### config.mk
export PLATFORM = sky130hd
export DESIGN_NAME = global_lock_arbiter_flat
export DESIGN_NICKNAME = d
export VERILOG_FILES = /design/src/rtl/lock_pkg.sv /design/src/rtl/global_lock_arbiter_if.sv /design/src/rtl/global_lock_arbiter_sat_counter8.sv /design/src/rtl/global_lock_arbiter.sv /design/src/flat_wrapper.sv
export SDC_FILE = /design/constraint.sdc
export NUM_CORES = 1
export LEC_CHECK = 0
export BUFFER_PORTS_ARGS = -buffer_cell sky130_fd_sc_hd__buf_2
export CORE_AREA = 5 5 113 115
export CTS_CLUSTER_SIZE = 12
export DETAILED_ROUTE_END_ITERATION = 12
export DIE_AREA = 0 0 118 120
export PLACE_DENSITY_LB_ADDON = 0.15
export SLEW_MARGIN = 20
export SYNTH_ARGS = -nofsm -noshare
export SYNTH_HDL_FRONTEND = slang
export SYNTH_SLANG_ARGS = --single-unit
### constraint.sdc
create_clock -name clk -period 5.5 [get_ports clk]
set_clock_uncertainty 0.1 [all_clocks]
set_input_delay 0.825 -clock clk [delete_from_list [all_inputs] [get_ports clk]]
set_output_delay 0.825 -clock clk [all_outputs]
set_load 0.01 [all_outputs]
### src/rtl/lock_pkg.sv
// Shared types and constants for the dual-core global lock arbiter.
package lock_pkg;
   localparam int unsigned ADDR_W_DEF = 6;
   localparam int unsigned DATA_W_DEF = 32;
   localparam int unsigned CNT_W      = 8;

   typedef enum logic [1:0] {
      IDLE = 2'd0,
      OWN0 = 2'd1,
      OWN1 = 2'd2
   } state_e;

   localparam logic [1:0] OWNER_NONE = 2'b00;
   localparam logic [1:0] OWNER_C0   = 2'b01;
   localparam logic [1:0] OWNER_C1   = 2'b10;
endpackage

### src/rtl/global_lock_arbiter_if.sv
// Core-side lock/global ports and RAM-side ports of the lock arbiter.
interface global_lock_arbiter_if
   import lock_pkg::*;
#(
   parameter int unsigned ADDR_W = ADDR_W_DEF,
   parameter int unsigned DATA_W = DATA_W_DEF
);
   logic              need_lock_0;
   logic              need_lock_1;
   logic [ADDR_W-1:0] gaddress_0;
   logic [DATA_W-1:0] gdata_0;
   logic              gwren_0;
   logic [ADDR_W-1:0] gaddress_1;
   logic [DATA_W-1:0] gdata_1;
   logic              gwren_1;
   logic              lock_0;
   logic              lock_1;
   logic [DATA_W-1:0] gq_0;
   logic [DATA_W-1:0] gq_1;
   logic [ADDR_W-1:0] address_a;
   logic [DATA_W-1:0] data_a;
   logic              wren_a;
   logic [DATA_W-1:0] q_a;
   logic [ADDR_W-1:0] address_b;
   logic [DATA_W-1:0] data_b;
   logic              wren_b;
   logic [DATA_W-1:0] q_b;
   logic [1:0]        owner;
   logic [CNT_W-1:0]  violation_cnt;
   logic              hold_timeout;

   modport slave (
      input  need_lock_0, need_lock_1,
      input  gaddress_0, gdata_0, gwren_0,
      input  gaddress_1, gdata_1, gwren_1,
      input  q_a, q_b,
      output lock_0, lock_1, gq_0, gq_1,
      output address_a, data_a, wren_a,
      output address_b, data_b, wren_b,
      output owner, violation_cnt, hold_timeout
   );

   modport master (
      output need_lock_0, need_lock_1,
      output gaddress_0, gdata_0, gwren_0,
      output gaddress_1, gdata_1, gwren_1,
      output q_a, q_b,
      input  lock_0, lock_1, gq_0, gq_1,
      input  address_a, data_a, wren_a,
      input  address_b, data_b, wren_b,
      input  owner, violation_cnt, hold_timeout
   );
endinterface

### src/rtl/global_lock_arbiter_sat_counter8.sv
// 8-bit counter with synchronous clear and saturating +0/+1/+2 increment.
module sat_counter8
   import lock_pkg::*;
(
   input  logic             clk,
   input  logic             rst,
   input  logic             i_clr,
   input  logic [1:0]       i_inc,
   output logic [CNT_W-1:0] o_count
);
   logic [CNT_W-1:0] r_count;
   logic [CNT_W:0]   w_sum;

   assign w_sum   = {1'b0, r_count} + (CNT_W+1)'(i_inc);
   assign o_count = r_count;

   always_ff @(posedge clk) begin
      if (!rst) begin
         r_count <= '0;
      end else if (i_clr) begin
         r_count <= '0;
      end else if (w_sum[CNT_W]) begin
         r_count <= '1;
      end else begin
         r_count <= w_sum[CNT_W-1:0];
      end
   end
endmodule

### src/rtl/global_lock_arbiter.sv
// Two-core round-robin lock arbiter with write-guarded forwarding to a dual-port global RAM.
module global_lock_arbiter
   import lock_pkg::*;
#(
   parameter int unsigned ADDR_W   = ADDR_W_DEF,
   parameter int unsigned DATA_W   = DATA_W_DEF,
   parameter int unsigned HOLD_MAX = 255
) (
   input  logic                  clk,
   input  logic                  rst,
   global_lock_arbiter_if.slave  bus
);
   state_e            r_state;
   state_e            w_next;
   logic              r_rr;
   logic              w_rr_next;

   logic [ADDR_W-1:0] r_address_a;
   logic [DATA_W-1:0] r_data_a;
   logic              r_wren_a;
   logic [ADDR_W-1:0] r_address_b;
   logic [DATA_W-1:0] r_data_b;
   logic              r_wren_b;

   logic              w_collide;
   logic              w_wr_a;
   logic              w_wr_b;
   logic [1:0]        w_viol_inc;
   logic              w_hold_clr;
   logic [CNT_W-1:0]  w_hold_cnt;
   logic [CNT_W-1:0]  w_viol_cnt;

   always_ff @(posedge clk) begin
      if (!rst) begin
         r_state <= IDLE;
         r_rr    <= 1'b0;
      end else begin
         r_state <= w_next;
         r_rr    <= w_rr_next;
      end
   end

   // Release with a waiter hands off directly; the pointer then favours the releasing core.
   always_comb begin
      w_next    = r_state;
      w_rr_next = r_rr;
      case (r_state)
         IDLE: begin
            if (bus.need_lock_0 && bus.need_lock_1) begin
               w_next    = r_rr ? OWN1 : OWN0;
               w_rr_next = ~r_rr;
            end else if (bus.need_lock_0) begin
               w_next = OWN0;
            end else if (bus.need_lock_1) begin
               w_next = OWN1;
            end
         end
         OWN0: begin
            if (!bus.need_lock_0) begin
               if (bus.need_lock_1) begin
                  w_next    = OWN1;
                  w_rr_next = 1'b0;
               end else begin
                  w_next = IDLE;
               end
            end
         end
         OWN1: begin
            if (!bus.need_lock_1) begin
               if (bus.need_lock_0) begin
                  w_next    = OWN0;
                  w_rr_next = 1'b1;
               end else begin
                  w_next = IDLE;
               end
            end
         end
         default: w_next = IDLE;
      endcase
   end

   assign bus.lock_0 = (r_state == OWN1) & bus.need_lock_0;
   assign bus.lock_1 = (r_state == OWN0) & bus.need_lock_1;
   assign bus.gq_0   = bus.q_a;
   assign bus.gq_1   = bus.q_b;

   always_comb begin
      bus.owner = OWNER_NONE;
      case (r_state)
         OWN0:    bus.owner = OWNER_C0;
         OWN1:    bus.owner = OWNER_C1;
         default: bus.owner = OWNER_NONE;
      endcase
   end

   // Core 0 wins a same-address write collision while nobody holds the lock.
   assign w_collide  = bus.gwren_0 & (r_state == IDLE) & (bus.gaddress_0 == bus.gaddress_1);
   assign w_wr_a     = bus.gwren_0 & (r_state != OWN1);
   assign w_wr_b     = bus.gwren_1 & (r_state != OWN0) & ~w_collide;
   assign w_viol_inc = 2'((bus.gwren_0 & ~w_wr_a)) + 2'((bus.gwren_1 & ~w_wr_b));

   always_ff @(posedge clk) begin
      if (!rst) begin
         r_address_a <= '0;
         r_data_a    <= '0;
         r_wren_a    <= 1'b0;
         r_address_b <= '0;
         r_data_b    <= '0;
         r_wren_b    <= 1'b0;
      end else begin
         r_address_a <= bus.gaddress_0;
         r_data_a    <= bus.gdata_0;
         r_wren_a    <= w_wr_a;
         r_address_b <= bus.gaddress_1;
         r_data_b    <= bus.gdata_1;
         r_wren_b    <= w_wr_b;
      end
   end

   assign bus.address_a = r_address_a;
   assign bus.data_a    = r_data_a;
   assign bus.wren_a    = r_wren_a;
   assign bus.address_b = r_address_b;
   assign bus.data_b    = r_data_b;
   assign bus.wren_b    = r_wren_b;

   assign w_hold_clr = (w_next != r_state) | (r_state == IDLE);

   sat_counter8 u_hold_cnt (
      .clk     (clk),
      .rst     (rst),
      .i_clr   (w_hold_clr),
      .i_inc   (2'd1),
      .o_count (w_hold_cnt)
   );

   sat_counter8 u_viol_cnt (
      .clk     (clk),
      .rst     (rst),
      .i_clr   (1'b0),
      .i_inc   (w_viol_inc),
      .o_count (w_viol_cnt)
   );

   assign bus.violation_cnt = w_viol_cnt;
   assign bus.hold_timeout  = (r_state != IDLE) & (w_hold_cnt >= CNT_W'(HOLD_MAX));
endmodule

### src/flat_wrapper.sv
// flat-port wrapper written by rule: the top's interface ports become plain ports
module global_lock_arbiter_flat import lock_pkg::*;
#(
   parameter int unsigned ADDR_W   = ADDR_W_DEF,
   parameter int unsigned DATA_W   = DATA_W_DEF,
   parameter int unsigned HOLD_MAX = 255
)
  (clk, rst, bus_need_lock_0, bus_need_lock_1, bus_gaddress_0, bus_gdata_0, bus_gwren_0, bus_gaddress_1, bus_gdata_1, bus_gwren_1, bus_q_a, bus_q_b, bus_lock_0, bus_lock_1, bus_gq_0, bus_gq_1, bus_address_a, bus_data_a, bus_wren_a, bus_address_b, bus_data_b, bus_wren_b, bus_owner, bus_violation_cnt, bus_hold_timeout);
  global_lock_arbiter_if #(.ADDR_W(ADDR_W), .DATA_W(DATA_W)) bus_i ();
  input  logic clk;
  input  logic rst;
  input wire logic [$bits(bus_i.need_lock_0)-1:0] bus_need_lock_0;
  input wire logic [$bits(bus_i.need_lock_1)-1:0] bus_need_lock_1;
  input wire logic [$bits(bus_i.gaddress_0)-1:0] bus_gaddress_0;
  input wire logic [$bits(bus_i.gdata_0)-1:0] bus_gdata_0;
  input wire logic [$bits(bus_i.gwren_0)-1:0] bus_gwren_0;
  input wire logic [$bits(bus_i.gaddress_1)-1:0] bus_gaddress_1;
  input wire logic [$bits(bus_i.gdata_1)-1:0] bus_gdata_1;
  input wire logic [$bits(bus_i.gwren_1)-1:0] bus_gwren_1;
  input wire logic [$bits(bus_i.q_a)-1:0] bus_q_a;
  input wire logic [$bits(bus_i.q_b)-1:0] bus_q_b;
  output wire logic [$bits(bus_i.lock_0)-1:0] bus_lock_0;
  output wire logic [$bits(bus_i.lock_1)-1:0] bus_lock_1;
  output wire logic [$bits(bus_i.gq_0)-1:0] bus_gq_0;
  output wire logic [$bits(bus_i.gq_1)-1:0] bus_gq_1;
  output wire logic [$bits(bus_i.address_a)-1:0] bus_address_a;
  output wire logic [$bits(bus_i.data_a)-1:0] bus_data_a;
  output wire logic [$bits(bus_i.wren_a)-1:0] bus_wren_a;
  output wire logic [$bits(bus_i.address_b)-1:0] bus_address_b;
  output wire logic [$bits(bus_i.data_b)-1:0] bus_data_b;
  output wire logic [$bits(bus_i.wren_b)-1:0] bus_wren_b;
  output wire logic [$bits(bus_i.owner)-1:0] bus_owner;
  output wire logic [$bits(bus_i.violation_cnt)-1:0] bus_violation_cnt;
  output wire logic [$bits(bus_i.hold_timeout)-1:0] bus_hold_timeout;
  assign bus_i.need_lock_0 = bus_need_lock_0;
  assign bus_i.need_lock_1 = bus_need_lock_1;
  assign bus_i.gaddress_0 = bus_gaddress_0;
  assign bus_i.gdata_0 = bus_gdata_0;
  assign bus_i.gwren_0 = bus_gwren_0;
  assign bus_i.gaddress_1 = bus_gaddress_1;
  assign bus_i.gdata_1 = bus_gdata_1;
  assign bus_i.gwren_1 = bus_gwren_1;
  assign bus_i.q_a = bus_q_a;
  assign bus_i.q_b = bus_q_b;
  assign bus_lock_0 = bus_i.lock_0;
  assign bus_lock_1 = bus_i.lock_1;
  assign bus_gq_0 = bus_i.gq_0;
  assign bus_gq_1 = bus_i.gq_1;
  assign bus_address_a = bus_i.address_a;
  assign bus_data_a = bus_i.data_a;
  assign bus_wren_a = bus_i.wren_a;
  assign bus_address_b = bus_i.address_b;
  assign bus_data_b = bus_i.data_b;
  assign bus_wren_b = bus_i.wren_b;
  assign bus_owner = bus_i.owner;
  assign bus_violation_cnt = bus_i.violation_cnt;
  assign bus_hold_timeout = bus_i.hold_timeout;
  global_lock_arbiter #(.ADDR_W(ADDR_W), .DATA_W(DATA_W), .HOLD_MAX(HOLD_MAX)) u_core (.clk(clk), .rst(rst), .bus(bus_i));
endmodule
==> qor.csv, run 1 <==
metric;value;unit
die_width;118;µm
power.leakage;0.00221;µW
drtIter0Drc;162;
syn_avg_cell_area;10.2;µm²
clk_pin_slew;0.07;ns
pwr_density_cell;360;mW/mm²
post_cts_resized;0;
path_class;reg2reg;
die_y;120;µm
grt_max_degree;82;
yosysUniqueCellTypes;37;
rows;40;
worstSkewPairLatency;0.34;ns
crit_arrival;3.49;ns
grt_util_all_layers;13.5;%
max_stage_delay;0.48;ns
finalSetupViolCount;0;
slew_violations;0;
ioPinCount;301;
hp-class;reg2reg;
final_antenna_net_count;0;
fin_crit_sh;60.3;%
grt_pass1_wl;15000;µm
worst_pin_slew;0.616;ns
grt_overflow;0;
synth-seq-cells;97;
cts_max_path_buffers;2;
p_sw;428;µW
cp.required;5.67;ns
htree_levels;3;
crit_fanout;9;
numCtsBuffers;9;
combPwrFrac;14.5;%
switching_share;25.9;%
drive_above_1_share;40.1;%
cp-end-kind;register;
dr.pass1.iters;4;
antenna_found_initial;0;
totalWireLength;9770;µm
clock_sinks;97;
portBuffers;172;
drv_cap;0;
grt_setup_unrepaired;false;
dieArea;0.0142;mm²
cts_tree;yes;
start_kind;register;
antenna_cells;0;
holdWs;0.371;ns
p_int;1220;µW
timing.final.hold_violations;0;
cp_cell_sequence;inv_1 > ha_1 > nand3_1 > nor4_1 > nor3b_1 > nor2b_1 > ha_1 > ha_1 > inv_1 > fa_1 > nor2_1 > and3_1 > nand3_1 > a21oi_1;
slowest_stage;dfxtp_1;
maxSlewHeadroom;59.0;%
syn-instance-count;371;
place.gp.congestion;0.787;
synth_nets;526;
fmax;0.301;GHz
crit_top_cell;ha_1;
period_needed;3.32;ns
wl_per_cell;15.5;µm
cts_hold_buf;0;
vias;2711;
yosysSeqAreaShare;51.6;%
pwr-share-seq;46.3;%
root_buffer;clkbuf_16;
nNetsFinal;634;
initial_core_util;32.2;%
peakVddDrop;0.139;mV
grt_pass1_vias;2714;
hpwl;7680;µm
pwr-share-clk;39.2;%
outcome;finished, final reports clean;
postCtsSetupBuffers;0;
via_per_inst;4.30;
drc;0;
placeableCoreArea;0.0117;mm²
setup_tns;0;ns
syn_to_final_growth;21.9;%
yosysWarnings;0;
synth_area;0.00377;mm²
flip-flops by register name (all words and copies together), names as in the netlist:
name / cells
u_core.bus.data_a: 32
u_core.bus.data_b: 32
u_core.u_hold_cnt.o_count: 8
u_core.u_viol_cnt.o_count: 8
u_core.bus.address_a: 6
u_core.bus.address_b: 6
u_core.r_state: 2
u_core.bus.wren_a: 1
u_core.bus.wren_b: 1
u_core.r_rr: 1
area by class of cell:
cell class / count / area (µm²)
Multi-Input combinational cell: 187 / 1240
Sequential cell: 97 / 1940
Clock buffer: 10 / 239
Timing Repair Buffer: 173 / 868
Tap cell: 147 / 184
Inverter: 11 / 41.3
Clock inverter: 6 / 73.8
Fill cell: 1197 / 7120
cells by family (layout without fill, tap and decap cells):
logic type | count (synthesis) | count (layout) | synth area share (%)
and+or+nand+nor | 130 | 130 | 20.8
buffers and inverters | 87 | 200 | 15.4
adders and majority gates | 9 | 9 | 3.19
AOI/OAI and AO/OA | 34 | 34 | 5.71
DFF | 97 | 97 | 51.6
muxes | 2 | 2 | 0.532
xor gates and xnor gates | 12 | 12 | 2.79
critical path, delay by kind of cell, from the launching register on:
kind            cells  cell delay [ns]
buf+inv             2             0.17
flops               1             0.48
fa+ha+maj           4             1.18
compound gates      1             0.19
simple gates        7             1.14
worst paths after layout:
kind	startpoint	to	slack, ns	cells after the start
worst min register to register	u_core.u_hold_cnt.o_count[0]	u_core.u_hold_cnt.o_count[0]	0.37	1
worst min-delay path	u_core.u_hold_cnt.o_count[0]	u_core.u_hold_cnt.o_count[0]	0.37	1
worst max-delay path	u_core.r_state[1]	u_core.u_viol_cnt.o_count[0]	2.18	14
worst max register to register	u_core.r_state[1]	u_core.u_viol_cnt.o_count[0]	2.18	14
per-layer routing:
metal,global-route usage (%),routed length (µm)
met1,14.2,3670
met3,4.90,958
met4,8.60,384
met2,22.6,4760
met5,0,0
stage by stage:
step	util, %	setup WS (ns)	cell area (µm²)	cells	power (µW)
2_1_floorplan	-	2.45	3770	371	978
3_3_place_gp	36.5	2.01	4280	615	1020
3_5_place_dp	36.5	1.93	4280	615	1020
4_1_cts	39.2	2.14	4590	631	1680
5_1_grt	39.2	1.83	4590	631	1740
6_report	39.2	2.18	4590	631	1650
placed cells by master, fill, tap and decap left out, types with 3 or more instances in the layout:
cell type    n
and3_1       3
buf_2      172
dfxtp_1     97
xor2_1       4
clkbuf_16    9
ha_1         8
nand3_1     11
nand2_1      5
inv_1       10
xnor2_1      8
a21oi_1     18
nor2_1      13
o21ai_0      7
and2_1      78
synthesized netlist by cell type, drive strengths merged:
library cell / instances / area (µm²)
a211oi: 1 / 12.5
a21oi: 18 / 90.1
a22oi: 2 / 15.0
a31oi: 2 / 12.5
and2: 79 / 495
and3: 3 / 18.8
and3b: 1 / 8.76
and4b: 1 / 10.0
buf: 67 / 507
clkbuf: 9 / 33.8
dfxtp: 97 / 1940
fa: 1 / 20.0
ha: 8 / 100
inv: 11 / 41.3
mux2i: 2 / 20.0
nand2: 5 / 18.8
nand2b: 2 / 12.5
nand3: 11 / 55.1
nand3b: 2 / 15.0
nand4: 2 / 12.5
nor2: 13 / 48.8
nor2b: 2 / 12.5
nor3: 2 / 10.0
nor3b: 2 / 15.0
nor4: 2 / 27.5
nor4b: 1 / 8.76
o211a: 2 / 20.0
o211ai: 1 / 21.3
o21ai: 7 / 35.0
o31a: 1 / 8.76
or3: 2 / 12.5
xnor2: 8 / 70.1
xor2: 4 / 35.0
power by group through the flow:
stage | Clock [µW] | Combinational, µW | Sequential, µW
2_1_floorplan | 0 | 181 | 798
3_3_place_gp | 0 | 242 | 781
3_5_place_dp | 0 | 242 | 782
4_1_cts | 675 | 244 | 766
5_1_grt | 700 | 271 | 771
6_report | 648 | 239 | 766
(Power assumes the default switching activity.)
==> run 2: changes to the inputs <==
==> constraint.sdc (replaced) <==
create_clock -name clk -period 2.65 [get_ports clk]
set_clock_uncertainty 0.1 [all_clocks]
set_input_delay 0.3975 -clock clk [delete_from_list [all_inputs] [get_ports clk]]
set_output_delay 0.3975 -clock clk [all_outputs]
set_load 0.01 [all_outputs]
==> qor.csv, run 2 (synthesis gave the netlist of run 1 again) <==
metric;value;unit
max_stage_delay;0.36;ns
via_per_inst;4.33;
wl_per_cell;15.8;µm
die_y;120;µm
critPathBufInv;2;
period_needed;2.59;ns
drive_above_1_share;45.3;%
antenna_found_initial;0;
dr.pass1.iters;4;
drtIter0Drc;131;
die_width;118;µm
dp_cells;624;
grt_overflow;0;
drv_cap;0;
vias;2794;
cp-end-kind;register;
grt_pass1_vias;2679;
outcome;finished, final reports clean;
path_class;reg2reg;
finalWorstSetupSlack;0.0640;ns
root_buffer;clkbuf_16;
final_common_cell;buf_2;
finalSetupViolCount;0;
final_antenna_net_count;0;
fmax;0.387;GHz
crit_arrival;2.76;ns
start_kind;register;
place.gp.congestion;0.745;
critical_path.top_delay_family;adder cells;
final_cell_mix;172 x buf_2, 95 x dfxtp_1, 78 x and2_1, 17 x buf_4, 13 x a21oi_1;
cts_hold_buf;0;
antenna_cells;0;
htree_levels;3;
grt_setup_unrepaired;true;
clock_sinks;97;
worstSkewPairLatency;0.33;ns
finalNonFillerCells;646;
cts_tree;yes;
slew_violations;0;
clk_pin_slew;0.06;ns
slowest_stage;fa_2;
hp-class;in2reg;
worst_pin_slew;0.580;ns
grt_max_degree;81;
numCtsBuffers;9;
maxSlewHeadroom;60.8;%
grt_pass1_wl;15500;µm
pwr_density_cell;700;mW/mm²
rows;40;
syn_to_final_growth;26.3;%
ioPinCount;301;
hpwl;8010;µm
dpl_worst_slack;-0.185;ns
portBuffers;172;
power.leakage;0.00227;µW
crit_top_cell;ha_2;
nNetsFinal;650;
fin_crit_sh;97.6;%
timing.final.hold_violations;0;
crit_fanout;6;
grt_util_all_layers;13.9;%
peakVddDrop;0.361;mV
cp.required;2.82;ns
placeableCoreArea;0.0117;mm²
initial_core_util;32.2;%
totalWireLength;10200;µm
cts_max_path_buffers;2;
drc;0;
cp_cell_sequence;buf_4 > ha_2 > nor3b_2 > nor2b_1 > ha_1 > ha_2 > inv_2 > fa_2 > nor2_4 > and3_4 > nand3_4 > a21oi_2;
dieArea;0.0142;mm²
fillCellCount;1188;
-- run 2: changes by cell type in the layout (fill, tap and decap cells not counted), sizes merged --
cell / before / now
clkinvlp: 2 / 1
buf: 173 / 189
bufinv: 1 / 0
inv: 13 / 11
clkbuf: 10 / 13
-- run 2: worst paths after layout --
check | start | endpoint | slack [ns] | depth (start not counted)
setup / recovery | u_core.r_state[0] | u_core.u_viol_cnt.o_count[3] | 0.06 | 12
setup reg to reg | u_core.r_state[0] | u_core.u_viol_cnt.o_count[3] | 0.06 | 12
hold reg to reg | u_core.u_hold_cnt.o_count[0] | u_core.u_hold_cnt.o_count[0] | 0.36 | 1
hold / removal | bus_gdata_0[2] | u_core.bus.data_a[2] | 0.17 | 2
-- run 2: area by class of cell --
| type | instances | area [µm²] | share of cell area [%] |
|---|---|---|---|
| Tap cell | 147 | 184 | 3.87 |
| Multi-Input combinational cell | 187 | 1330 | 28.0 |
| Clock inverter | 2 | 16.3 | 0.342 |
| Clock buffer | 13 | 240 | 5.05 |
| Timing Repair Buffer | 189 | 988 | 20.8 |
| Sequential cell | 97 | 1950 | 41.0 |
| Inverter | 11 | 48.8 | 1.03 |
-- run 2: metal layers --
layer	vias to the layer above	share of wire (%)	global-route usage, %
met1	1230	38	15.6
met2	145	47	21.7
met4	0	3.9	8.03
met5	-	0	0
li1	1373	-	-
met3	46	11	6.36
-- run 2: where the power goes --
| group | internal [µW] | switching (µW) |
|---|---|---|
| clock network | 634 | 509 |
| registers | 1550 | 36.7 |
| logic | 291 | 308 |
-- run 2: worst reg2reg max path, stage by stage, from the launching register on --
cell     delay [ns]
dfxtp_4        0.35
buf_4          0.13
ha_2           0.19
nor3b_2        0.19
nor2b_1        0.07
ha_1           0.28
ha_2           0.18
inv_2          0.04
fa_2           0.36
nor2_4         0.13
and3_4         0.22
nand3_4        0.13
a21oi_2        0.16
-- run 2: stage by stage --
| step | cell area, µm² | power [µW] | util, % | hold slack, ns | setup TNS (ns) |
|---|---|---|---|---|---|
| 6_report | 4760 | 3330 | 40.6 | 0.170 | 0 |
| 5_1_grt | 4760 | 3510 | 40.6 | 0.153 | -0.374 |
| 4_1_cts | 4660 | 3340 | 39.8 | 0.151 | 0 |
| 3_5_place_dp | 4400 | 2180 | 37.6 | 0.361 | -1.29 |
| 3_3_place_gp | 4400 | 2180 | 37.6 | 0.352 | -0.815 |
| 2_1_floorplan | 3820 | 2050 | - | 0.338 | 0 |
-- run 2: timing repair --
item                       4_1_cts  5_1_grt
setup endpoints to repair        3        8
gates resized for setup          0       11
pin swaps                        1        9
buffers inserted                 0        7
